$ cat src/rtl/dcache_pkg.sv
// Shared definitions for the direct-mapped, write-through data cache controller.
package dcache_pkg;

    localparam int DCACHE_LINES = 8;
    localparam int DCACHE_IDX_W = 3;

    typedef enum logic [1:0] {
        S_IDLE  = 2'd0,
        S_FILL  = 2'd1,
        S_WTHRU = 2'd2,
        S_DONE  = 2'd3
    } state_e;

    // A 32-bit word address leaves 30 bits, split between index and tag.
    function automatic int tag_width(input int idx_w);
        return 30 - idx_w;
    endfunction

endpackage

$ cat src/rtl/dcache_array.sv
// Valid/tag/data storage: one write port and one combinational read port on a shared index.
module dcache_array
    import dcache_pkg::*;
#(
    parameter int LINES = DCACHE_LINES,
    parameter int IDX_W = DCACHE_IDX_W,
    parameter int TAG_W = tag_width(IDX_W)
) (
    input  logic             Clk,
    input  logic             Rst,
    input  logic [IDX_W-1:0] idx,
    input  logic             we,
    input  logic [TAG_W-1:0] wtag,
    input  logic [31:0]      wdata,
    output logic             rd_valid,
    output logic [TAG_W-1:0] rd_tag,
    output logic [31:0]      rd_data
);

    logic [LINES-1:0] valid_q, valid_d;
    logic [TAG_W-1:0] tag_q  [LINES];
    logic [TAG_W-1:0] tag_d  [LINES];
    logic [31:0]      data_q [LINES];
    logic [31:0]      data_d [LINES];

    always_comb begin
        valid_d = valid_q;
        tag_d   = tag_q;
        data_d  = data_q;
        if (we) begin
            valid_d[idx] = 1'b1;
            tag_d[idx]   = wtag;
            data_d[idx]  = wdata;
        end
    end

    // NOTE: sequential state is assigned with <= so every flop samples pre-edge values.
    always_ff @(posedge Clk or posedge Rst) begin
        if (Rst) valid_q <= '0;
        else     valid_q <= valid_d;
    end

    // NOTE: tag/data are never read while their valid bit is clear, so they carry no reset.
    always_ff @(posedge Clk) begin
        tag_q  <= tag_d;
        data_q <= data_d;
    end

    assign rd_valid = valid_q[idx];
    assign rd_tag   = tag_q[idx];
    assign rd_data  = data_q[idx];

endmodule

$ cat src/rtl/data_cache_ctrl.sv
// Direct-mapped one-word-line data cache: zero-wait read hits, fill on miss, write-through stores.
module data_cache_ctrl
    import dcache_pkg::*;
#(
    parameter int LINES = DCACHE_LINES,
    parameter int IDX_W = DCACHE_IDX_W
) (
    input  logic        Clk,
    input  logic        Rst,
    input  logic [31:0] Addr,
    input  logic [31:0] WriteData,
    input  logic        MemWrite,
    input  logic        MemRead,
    output logic [31:0] ReadData,
    output logic        MemError,
    output logic [31:0] BusAddr,
    output logic [31:0] BusWData,
    output logic        BusReq,
    output logic        BusWe,
    input  logic        BusAck,
    input  logic [31:0] BusRData
);

    localparam int TAG_W = tag_width(IDX_W);

    state_e      state_q, state_d;
    logic        bus_req_q, bus_req_d;
    logic        bus_we_q, bus_we_d;
    logic [31:0] bus_addr_q, bus_addr_d;
    logic [31:0] bus_wdata_q, bus_wdata_d;

    logic [IDX_W-1:0] idx;
    logic [TAG_W-1:0] tag;
    logic             line_valid;
    logic [TAG_W-1:0] line_tag;
    logic [31:0]      line_data;
    logic             hit;
    logic             arr_we;
    logic [31:0]      arr_wdata;
    logic             unused_addr_lsbs;

    assign idx              = Addr[IDX_W+1:2];
    assign tag              = Addr[31:IDX_W+2];
    assign hit              = line_valid && (line_tag == tag);
    assign unused_addr_lsbs = ^Addr[1:0];

    dcache_array #(
        .LINES (LINES),
        .IDX_W (IDX_W),
        .TAG_W (TAG_W)
    ) u_array (
        .Clk      (Clk),
        .Rst      (Rst),
        .idx      (idx),
        .we       (arr_we),
        .wtag     (tag),
        .wdata    (arr_wdata),
        .rd_valid (line_valid),
        .rd_tag   (line_tag),
        .rd_data  (line_data)
    );

    always_comb begin
        // NOTE: every output of this block gets a default first, so no latch is inferred.
        state_d     = state_q;
        bus_req_d   = bus_req_q;
        bus_we_d    = bus_we_q;
        bus_addr_d  = bus_addr_q;
        bus_wdata_d = bus_wdata_q;
        arr_we      = 1'b0;
        arr_wdata   = BusRData;
        MemError    = 1'b0;
        ReadData    = '0;
        // Rst is asynchronous, so the CPU-facing outputs are forced quiet while it is high.
        if (!Rst) begin
            unique case (state_q)
                S_IDLE: begin
                    if (MemWrite) begin
                        MemError    = 1'b1;
                        state_d     = S_WTHRU;
                        bus_req_d   = 1'b1;
                        bus_we_d    = 1'b1;
                        bus_addr_d  = {Addr[31:2], 2'b00};
                        bus_wdata_d = WriteData;
                    end else if (MemRead) begin
                        if (hit) begin
                            ReadData = line_data;
                        end else begin
                            MemError    = 1'b1;
                            state_d     = S_FILL;
                            bus_req_d   = 1'b1;
                            bus_we_d    = 1'b0;
                            bus_addr_d  = {Addr[31:2], 2'b00};
                            bus_wdata_d = '0;
                        end
                    end
                end
                S_FILL: begin
                    MemError = 1'b1;
                    if (BusAck) begin
                        arr_we    = 1'b1;
                        bus_req_d = 1'b0;
                        state_d   = S_IDLE;
                    end
                end
                S_WTHRU: begin
                    MemError = 1'b1;
                    if (BusAck) begin
                        // No write-allocate: a store only touches a line it already owns.
                        arr_we    = hit;
                        arr_wdata = WriteData;
                        bus_req_d = 1'b0;
                        bus_we_d  = 1'b0;
                        state_d   = S_DONE;
                    end
                end
                S_DONE: begin
                    state_d = S_IDLE;
                end
            endcase
        end
    end

    always_ff @(posedge Clk or posedge Rst) begin
        if (Rst) begin
            state_q     <= S_IDLE;
            bus_req_q   <= 1'b0;
            bus_we_q    <= 1'b0;
            bus_addr_q  <= '0;
            bus_wdata_q <= '0;
        end else begin
            state_q     <= state_d;
            bus_req_q   <= bus_req_d;
            bus_we_q    <= bus_we_d;
            bus_addr_q  <= bus_addr_d;
            bus_wdata_q <= bus_wdata_d;
        end
    end

    assign BusReq   = bus_req_q;
    assign BusWe    = bus_we_q;
    assign BusAddr  = bus_addr_q;
    assign BusWData = bus_wdata_q;

endmodule

$ cat config.mk
export PLATFORM = sky130hd
export DESIGN_NAME = data_cache_ctrl
export DESIGN_NICKNAME = d
export VERILOG_FILES = /design/src/rtl/dcache_pkg.sv /design/src/rtl/dcache_array.sv /design/src/rtl/data_cache_ctrl.sv
export SDC_FILE = /design/constraint.sdc
export NUM_CORES = 1
export LEC_CHECK = 0
export CORE_ASPECT_RATIO = 1.1
export CORE_UTILIZATION = 52
export DETAILED_ROUTE_END_ITERATION = 8
export PLACE_DENSITY = 0.8
export SLEW_MARGIN = 20
export SYNTH_ARGS = -nofsm -noshare
export SYNTH_HDL_FRONTEND = slang
export SYNTH_SLANG_ARGS = --single-unit
$ cat constraint.sdc
create_clock -name Clk -period 6.3 [get_ports Clk]
set_input_delay 0.63 -clock Clk [delete_from_list [all_inputs] [get_ports Clk]]
set_output_delay 0.63 -clock Clk [all_outputs]
set_load 0.02 [all_outputs]
==> results of run 1 <==
-- worst max-delay path: stages --
cell             delay (ns)
buf_4                  0.24
nor2b_1                0.81
a22oi_1                0.24
a21oi_1                0.20
o22ai_1                0.12
or3_1                  0.42
or3b_1                 0.39
or4_4                  0.72
a2111oi_0              0.51
buf_4                  0.23
clkdlybuf4s50_1        0.60
-- logic make-up (layout without fill, tap and decap cells) --
group	after synthesis	in the layout	share of synthesized area, %
buffers and inverters	86	345	1.97
xor gates and xnor gates	18	18	0.728
DFF	546	546	74.0
and+or+nand+nor	115	115	4.17
AOI/OAI and AO/OA	214	214	7.09
muxes	208	208	11.8
other	1	2	0.0173
adders and majority gates	5	5	0.289
-- final cells by class --
| class | count | area, um2 |
|---|---|---|
| timing repair buffer | 230 | 2250 |
| sequential | 546 | 16000 |
| tap | 560 | 701 |
| clock buffer | 64 | 1460 |
| fill | 2876 | 15000 |
| clock inverter | 37 | 387 |
| inverter | 14 | 55.1 |
| multi-input combinational | 562 | 5270 |
-- cell usage after synthesis (9+ instances only) --
cell type / number
edfxtp_1: 472
mux2_2: 115
o22ai_1: 91
dfrtp_1: 74
mux2i_1: 67
clkbuf_1: 35
a22o_1: 32
mux4_2: 26
nor2_1: 23
nand2_1: 21
nor4_4: 19
buf_2: 16
a21oi_1: 15
inv_1: 14
xor2_1: 14
a22oi_1: 12
nor3_1: 10
o221ai_1: 10
o22a_1: 10
buf_1: 9
nand2b_1: 9
o21ai_0: 9
-- state kept, by name, summed over array words and instances (netlist names) --
signal           flops
state_q              2
BusReq               1
u_array.data_q     256
BusWData            32
BusWe                1
u_array.tag_q      216
u_array.valid_q      8
BusAddr             30
-- report_power, final --
group	switching, W	internal [W]
logic	0.000805	0.000724
registers	0.000126	0.00421
clock network	0.00132	0.00198
-- per-stage QoR --
step                hold WS, ns  utilization [%]  power (W)  setup TNS, ns  instance area (um2)
global route              0.486             63.5    0.00947              0                26200
floorplan                 0.428                -    0.00524        -668.69                21700
detailed placement        0.456             59.0    0.00594              0                24300
CTS                       0.471             63.5    0.00922              0                26100
finish                    0.469             63.5    0.00917              0                26200
global placement          0.438             59.0    0.00589              0                24300
-- worst min path at each step --
stage,start,to,slack (ns),cells past startpoint
after global routing,u_array.valid_q[6]$_DFFE_PP0P_,u_array.valid_q[6]$_DFFE_PP0P_,0.49,2
final,u_array.valid_q[7]$_DFFE_PP0P_,u_array.valid_q[7]$_DFFE_PP0P_,0.47,2
after detailed placement,u_array.valid_q[7]$_DFFE_PP0P_,u_array.valid_q[7]$_DFFE_PP0P_,0.46,2
after floorplan,u_array.valid_q[1]$_DFFE_PP0P_,u_array.valid_q[1]$_DFFE_PP0P_,0.43,1
after CTS,u_array.valid_q[7]$_DFFE_PP0P_,u_array.valid_q[7]$_DFFE_PP0P_,0.47,2
after global placement,u_array.valid_q[1]$_DFFE_PP0P_,u_array.valid_q[1]$_DFFE_PP0P_,0.44,1
-- per-layer routing --
| layer | GRT usage [%] | vias up | part of all wire [%] |
|---|---|---|---|
| met2 | 39.3 | 592 | 50 |
| met3 | 4.40 | 96 | 8.1 |
| met4 | 7.73 | 0 | 2.7 |
| met1 | 30.1 | 6148 | 39 |
| li1 | - | 5259 | - |
| met5 | 0 | - | 0 |
==> summary.md, run 1 <==
| Metric | Value |
|---|---|
| Slew @ Worst Pin | `about 1.1 ns` |
| Syn avg cell area | `between 15 and 20 um2` |
| Initial antenna violation count | `0` |
| GRT overflow | `0` |
| Crit path DAT | `5.13 ns` |
| IO buf count | `a little under 200` |
| RD Place Congestion | `0.790` |
| Ports | `200` |
| Share of the synthesized area in the top cell type | `between 60 and 70%` |
| Data required, critical path | `5.67 ns` |
| Synth area leader | `edfxtp_1` |
| Setup violators final | `0` |
| RSZ-0062 raised after global routing | `false` |
| Clock sinks | `~550` |
| Clock Skew | `a little under 0.02 ns` |
| Core area | `between 40000 and 50000 um2` |
| Mapped Cells | `1193` |
| DR vias/cell | `6.01` |
| Status | `completed` |
| Clock-pin slew on the worst setup and hold paths | `approximately 0.06 ns` |
| Max FO, Critical Path | `36` |
| Seq/Total Area, Yosys | `74.0%` |
| Synth warnings | `0` |
| Clock Latency Late Sink | `0.58 ns` |
| Synthesized flop and latch total | `~550` |
| Primary FF master, synth | `edfxtp_1` |
| Total Routing Usage GR | `23.2%` |
| Setup slack, reg-to-reg | `2.37 ns` |
| DRT antenna net count | `0` |
| Die H | `216 um` |
| Postcts setup bufs | `0` |
| Fmax | `174 MHz` |
| Initial Util | `between 50% and 60%` |
| Power per Cell Area | `around 350 nW/um2` |
| Hold Path Class | `reg2reg` |
| Residual DRC | `0` |
| Dpl cells | `~1900` |
| Period utilization | `between 90% and 100%` |
| Cells on worst reg2reg path | `9` |
| DR pass1 iterations | `5` |
| Synth area leaders | `edfxtp_1 (65%), dfrtp_1 (8.5%), mux2_2 (6.0%)` |
| Leakage | `8.86 nW` |
| EDFF count, synth | `about 470` |
| R2r startpoint | `u_array.tag_q[66]$_DFFE_PP_` |
| Hpwl dp | `between 20000 and 30000 um` |
| Via count | `roughly 12000` |
| Max H-tree Level | `2` |
| Global-route wire length before repair | `between 70000 and 80000 um` |
| Overall routed net length | `roughly 49000 um` |
| Unique masters post-synth | `58` |
| Post-cts hold buffer count | `0` |
| Worst setup EP type | `output port` |
| Initial DRC count | `about 1200` |
| Max Slew Vio Count | `0` |
| Post-Syn Area | `21700 um2` |
| Hold Violations, Final | `0` |
| WL per Instance | `about 24 um` |
| Nets@finish | `roughly 1500` |
| Peak supply drop | `between 0.0002 and 0.00025 V` |
| Setup crit end | `ReadData[10]` |
| Area Overhead vs Synth | `20.7%` |
| Most frequent cells in the layout | `edfxtp_1 (472), clkdlybuf4s50_1 (192), mux2_2 (115)` |
| Minimum clock period | `approximately 5.8 ns` |
| Area of the die | `42500 um2` |
| Final worst slack | `between 0.5 and 0.6 ns` |
| CTS max path bufs | `3` |
| Relative slew slack | `roughly a quarter` |
| Antenna Cells | `0` |
| Root buffer cell | `clkbuf_16` |
| RR Endpoint | `u_array.tag_q[51]$_DFFE_PP_` |
| Largest net degree at the start of global routing | `between 60 and 70` |
| Place WS | `0.595 ns` |
| Row count | `about 80` |
| Max_cap viols | `0` |
| Most common cell after layout, fill and taps aside | `edfxtp_1` |
| Nature of the critical path startpoint | `primary input` |
| Die W | `~200 um` |
| CTS tree | `yes` |
| Inserted Clock Buffers | `between 50 and 60` |
| Worst Setup SP | `Addr[2]` |
| Number of global-route vias before repair | `about 13000` |
| Share of synthesized registers carrying an async set or reset | `roughly 14%` |
| Share of cells above drive strength 1 | `between 20% and 30%` |
| Post_cts resized | `0` |
| Final non-filler cell total | `roughly 2000` |
| Setup Crit Path Kind | `in2out` |
(Power assumes the default switching activity.)
==> inputs of run 2 (changes only) <==
Settings changed: CORE_UTILIZATION 52 to 62, PLACE_DENSITY 0.8 to 0.89.
Clock period 6.3 ns to 7 ns, I/O delays scaled along.
==> summary.md, run 2 (same netlist as run 1, synthesis figures left out) <==
| Metric | Value |
|---|---|
| Dpl cells | `approximately 1800` |
| Status | `completed` |
| Share of power burned in registers | `46.7%` |
| Via count | `~13000` |
| Clock sinks | `around 550` |
| Most common cell after layout, fill and taps aside | `edfxtp_1` |
| Hold Violations, Final | `0` |
| Nature of the critical path startpoint | `primary input` |
| Global-route wire length before repair | `approximately 77000 um` |
| Power per Cell Area | `between 300 and 400 nW/um2` |
| Slew @ Worst Pin | `about 1.1 ns` |
| Nets@finish | `roughly 1500` |
| RD Place Congestion | `slightly above 0.8` |
| Sw Share | `between 20% and 30%` |
| CTS tree | `yes` |
| Leakage | `between 8 and 9 nW` |
| Total power | `roughly 0.0084 W` |
| RR Endpoint | `u_array.data_q[220]$_DFFE_PP_` |
| Initial DRC count | `1403` |
| Largest Register | `u_array.data_q` |
| IO buf count | `roughly 200` |
| Setup slack, reg-to-reg | `between 2 and 3 ns` |
| Final non-filler cell total | `~1900` |
| Max_cap viols | `0` |
| Postcts setup bufs | `0` |
| CTS max path bufs | `3` |
| Combinational Power Share | `between 10% and 20%` |
| Setup Crit Path Kind | `in2out` |
| Minimum clock period | `about 6.4 ns` |
| Setup crit end | `ReadData[15]` |
| RSZ-0062 raised after global routing | `false` |
| Number of global-route vias before repair | `13200` |
| Root buffer cell | `clkbuf_16` |
| Cells on worst reg2reg path | `9` |
| Share of cells above drive strength 1 | `around a fifth` |
| Overall routed net length | `51400 um` |
| Wl on met1 | `~19000 um` |
| Ports | `200` |
| Max reg flops | `about 260` |
| Relative slew slack | `between 20% and 30%` |
| WL met3 | `4830 um` |
| Post-cts hold buffer count | `0` |
| DR vias/cell | `6.66` |
| Row count | `71` |
| DRT antenna net count | `0` |
| Crit path DAT | `~5.7 ns` |
| Area Overhead vs Synth | `20.3%` |
| Peak supply drop | `0.000218 V` |
| Initial antenna violation count | `0` |
| Data required, critical path | `~6.3 ns` |
| Setup violators final | `0` |
| WL per Instance | `about 27 um` |
| Core area | `~34000 um2` |
| Die H | `198 um` |
| Metal2 WL | `around 26000 um` |
| GRT overflow | `0` |
| Period utilization | `roughly nine tenths` |
| Max FO, Critical Path | `29` |
| Internal | `0.00634 W` |
| Initial Util | `roughly 63%` |
| Clock-pin slew on the worst setup and hold paths | `~0.060 ns` |
| Final worst slack | `0.567 ns` |
| Clock Skew | `~0.026 ns` |
| Inserted Clock Buffers | `between 40 and 50` |
| Area of the die | `between 30000 and 40000 um2` |
| Worst setup EP type | `output port` |
| Max H-tree Level | `2` |
| DR pass1 iterations | `6` |
| R2r startpoint | `u_array.tag_q[49]$_DFFE_PP_` |
| Hpwl dp | `28800 um` |
| DR top layer | `met4` |
| Hold Path Class | `reg2reg` |
| Max Slew Vio Count | `0` |
| Residual DRC | `0` |
| Clock Latency Late Sink | `about 0.56 ns` |
| Worst Setup SP | `Addr[3]` |
| P_sw | `0.00204 W` |
| Clock power share | `a little over a third` |
| Place WS | `0.580 ns` |
| Fmax | `155 MHz` |
| Largest net degree at the start of global routing | `76` |
| Die W | `between 150 and 200 um` |
| Total Neg Setup Slack | `0 ns` |
| Post_cts resized | `0` |
| Most frequent cells in the layout | `edfxtp_1 (472), clkdlybuf4s50_1 (192), mux2_2 (115)` |
| Fillers | `about 1800` |
| Total Routing Usage GR | `between 20% and 30%` |
[run 2: cell count changes in the layout (fill, tap and decap cells not counted), moves of 4 or more]
cell,before,now
clkinv_1,11,0
clkbuf_8,1,11
clkinv_2,14,6
clkbuf_16,57,51
bufinv_16,8,12
[run 2: through the flow]
step                hold slack (ns)  cell area [um2]  util [%]
floorplan                     0.428            21700         -
global placement              0.446            24200      70.5
detailed placement            0.453            24200      70.5
CTS                           0.481            26100      76.0
global route                  0.491            26100      76.0
finish                        0.481            26100      76.0
[run 2: worst min path at each step]
stage	depth (start not counted)	startpoint	slack, ns	endpoint
2_1_floorplan	1	u_array.valid_q[1]$_DFFE_PP0P_	0.43	u_array.valid_q[1]$_DFFE_PP0P_
3_3_place_gp	1	u_array.valid_q[1]$_DFFE_PP0P_	0.45	u_array.valid_q[1]$_DFFE_PP0P_
5_1_grt	2	u_array.valid_q[4]$_DFFE_PP0P_	0.49	u_array.valid_q[4]$_DFFE_PP0P_
6_report	2	u_array.valid_q[4]$_DFFE_PP0P_	0.48	u_array.valid_q[4]$_DFFE_PP0P_
3_5_place_dp	1	u_array.valid_q[1]$_DFFE_PP0P_	0.45	u_array.valid_q[1]$_DFFE_PP0P_
4_1_cts	2	u_array.valid_q[4]$_DFFE_PP0P_	0.48	u_array.valid_q[4]$_DFFE_PP0P_
[run 2: metal layers]
layer	global-route usage, %	vias up
met3	5.13	152
met1	37.3	6365
met4	13.2	0
li1	-	5248
met5	0	-
met2	49.1	793
[run 2: worst max-delay path: stages]
cell	delay, ns
buf_2	0.57
buf_4	0.30
nand2b_1	0.41
o22ai_1	0.14
a221oi_1	0.30
xnor2_1	0.17
and4_1	0.30
or3b_1	0.42
or4_4	0.88
a2111oi_0	0.63
buf_4	0.24
clkdlybuf4s50_1	0.63
[run 2: power groups by stage]
stage / clock network, W / registers [W] / logic (W)
CTS: 0.00309 / 0.00391 / 0.00140
finish: 0.00307 / 0.00391 / 0.00140
detailed placement: 0 / 0.00397 / 0.00138
global route: 0.00322 / 0.00394 / 0.00147
global placement: 0 / 0.00396 / 0.00134
floorplan: 0 / 0.00419 / 0.000525
[run 2: final cells by class]
type	count	area, um2	share of cell area (%)
Clock buffer	69	1450	5.58
Tap cell	438	548	2.10
Sequential cell	546	16000	61.5
Timing Repair Buffer	232	2280	8.74
Inverter	14	55.1	0.211
Multi-Input combinational cell	562	5270	20.2
Clock inverter	23	432	1.66
Antenna cell	1	2.50	0.00960
==> inputs of run 3 (changes only) <==
Settings changed: CELL_PAD_IN_SITES_DETAIL_PLACEMENT set to 1, CELL_PAD_IN_SITES_GLOBAL_PLACEMENT set to 1, CORE_UTILIZATION 62 to 53.
==> summary.md, run 3 (same netlist as run 1, synthesis figures left out) <==
| Metric | Value |
|---|---|
| Relative slew slack | `between 20% and 30%` |
| Via count | `12500` |
| Die W | `195 um` |
| Share of power burned in registers | `48.3%` |
| P_sw | `~0.0021 W` |
| Fmax | `158 MHz` |
| Max reg flops | `256` |
| GRT overflow | `0` |
| Minimum clock period | `between 6 and 7 ns` |
| Die H | `between 200 and 250 um` |
| Hold Path Class | `reg2reg` |
| Initial DRC count | `between 1000 and 1500` |
| Clock power share | `~34%` |
| Ports | `200` |
| Share of cells above drive strength 1 | `roughly a fifth` |
| Largest net degree at the start of global routing | `63` |
| RD Place Congestion | `approximately 0.74` |
| Post_cts resized | `0` |
| Core area | `approximately 40000 um2` |
| Area Overhead vs Synth | `19.4%` |
| Leakage | `just under 9 nW` |
| Overall routed net length | `59700 um` |
| Total Routing Usage GR | `slightly below 30%` |
| Clock Skew | `0.0192 ns` |
| CTS tree | `yes` |
| Max_cap viols | `0` |
| DR vias/cell | `roughly 6.4` |
| Inserted Clock Buffers | `between 50 and 60` |
| Max FO, Critical Path | `25` |
| Largest Register | `u_array.data_q` |
| Clock-pin slew on the worst setup and hold paths | `about 0.070 ns` |
| Data required, critical path | `roughly 6.3 ns` |
| Status | `completed` |
| Worst setup EP type | `output port` |
| Final core occ | `between 60% and 70%` |
| Setup violators final | `0` |
| Initial Util | `between 50% and 60%` |
| Peak supply drop | `about 0.00022 V` |
| Power per Cell Area | `roughly 310 nW/um2` |
| Postcts setup bufs | `0` |
| Residual DRC | `0` |
| Clock Latency Late Sink | `0.58 ns` |
| RSZ-0062 raised after global routing | `false` |
| IO buf count | `195` |
| Number of global-route vias before repair | `14000` |
| Row count | `77` |
| Post-cts hold buffer count | `0` |
| Most frequent cells in the layout | `edfxtp_1 (472), clkdlybuf4s50_1 (192), mux2_2 (115)` |
| Global-route wire length before repair | `88400 um` |
| Slew @ Worst Pin | `around 1.2 ns` |
| Max H-tree Level | `2` |
| Antenna Cells | `0` |
| Nets@finish | `approximately 1500` |
| Period utilization | `between 90 and 100%` |
| Root buffer cell | `clkbuf_16` |
| Setup Crit Path Kind | `in2out` |
| Crit path DAT | `5.64 ns` |
| Hpwl dp | `roughly 35000 um` |
| Hold Violations, Final | `0` |
| Tightest hold margin | `0.482 ns` |
| Area of the die | `~42000 um2` |
| Sw Share | `~26%` |
| Combinational Power Share | `between 15 and 20%` |
| Initial antenna violation count | `0` |
| Internal | `~0.0060 W` |
| Clock sinks | `between 500 and 600` |
| WL per Instance | `roughly 30 um` |
| Most common cell after layout, fill and taps aside | `edfxtp_1` |
| DR pass1 iterations | `7` |
| Nature of the critical path startpoint | `primary input` |
| DRT antenna net count | `0` |
| CTS max path bufs | `3` |
| Max Slew Vio Count | `0` |
[run 3: power by group through the flow]
stage | registers (W) | clock network [W] | logic (W)
floorplan | 0.00419 | 0 | 0.000525
global placement | 0.00396 | 0 | 0.00135
detailed placement | 0.00398 | 0 | 0.00142
CTS | 0.00392 | 0.00279 | 0.00144
global route | 0.00395 | 0.00289 | 0.00150
finish | 0.00392 | 0.00277 | 0.00143
[run 3: stage by stage]
| stage | total power [W] | area, um2 | TNS (ns) | std cells | setup WS (ns) |
|---|---|---|---|---|---|
| final | 0.00812 | 25900 | 0 | 1959 | 0.656 |
| after global routing | 0.00834 | 25900 | 0 | 1959 | 0.424 |
| after CTS | 0.00815 | 25900 | 0 | 1958 | 0.645 |
| after detailed placement | 0.00540 | 24200 | 0 | 1864 | 0.714 |
| after global placement | 0.00531 | 24200 | 0 | 1864 | 0.890 |
| after floorplan | 0.00471 | 21700 | -371.33 | 1194 | -0.795 |
[run 3: layer usage]
metal  part of all wire [%]  up-vias  routed length (um)  GRT usage, %
met4                    3.1        0                1860          12.1
met2                     53      610               31600          50.8
met1                     38     6573               22600          35.4
met5                      0        -                   0             0
li1                       -     5230                   -             -
met3                    6.2      136                3680          4.45
[run 3: area by class of cell]
class                   instances  area, um2
clock buffers                  72       1450
clock inverters                22        204
fillers                      3427      14400
inverters                      14       55.1
multi-input cells             562       5270
flip-flops and latches        546      16000
well taps                     513        642
repair buffers                230       2230
[run 3: critical path, cell delays in order]
cell             delay [ns]
buf_2                  0.27
buf_4                  0.29
and2_1                 0.60
a22oi_1                0.24
a21oi_1                0.26
o2111ai_1              0.18
or3_1                  0.36
or3b_1                 0.42
or4_4                  0.83
buf_4                  0.35
nor4_4                 0.40
clkdlybuf4s50_1        0.68
[run 3: final timing paths]
kind	from	end	slack (ns)	cells after the start
worst max-delay path	Addr[3]	ReadData[14]	0.66	12
worst min-delay path	u_array.valid_q[3]$_DFFE_PP0P_	u_array.valid_q[3]$_DFFE_PP0P_	0.48	2
worst max register to register	u_array.tag_q[49]$_DFFE_PP_	u_array.tag_q[96]$_DFFE_PP_	2.71	9
worst min register to register	u_array.valid_q[3]$_DFFE_PP0P_	u_array.valid_q[3]$_DFFE_PP0P_	0.48	2
max in group asynchronous	Rst	BusWData[22]$_DFFE_PP0P_	5.17	3
min in group asynchronous	Rst	BusAddr[29]$_DFFE_PP0P_	0.60	2
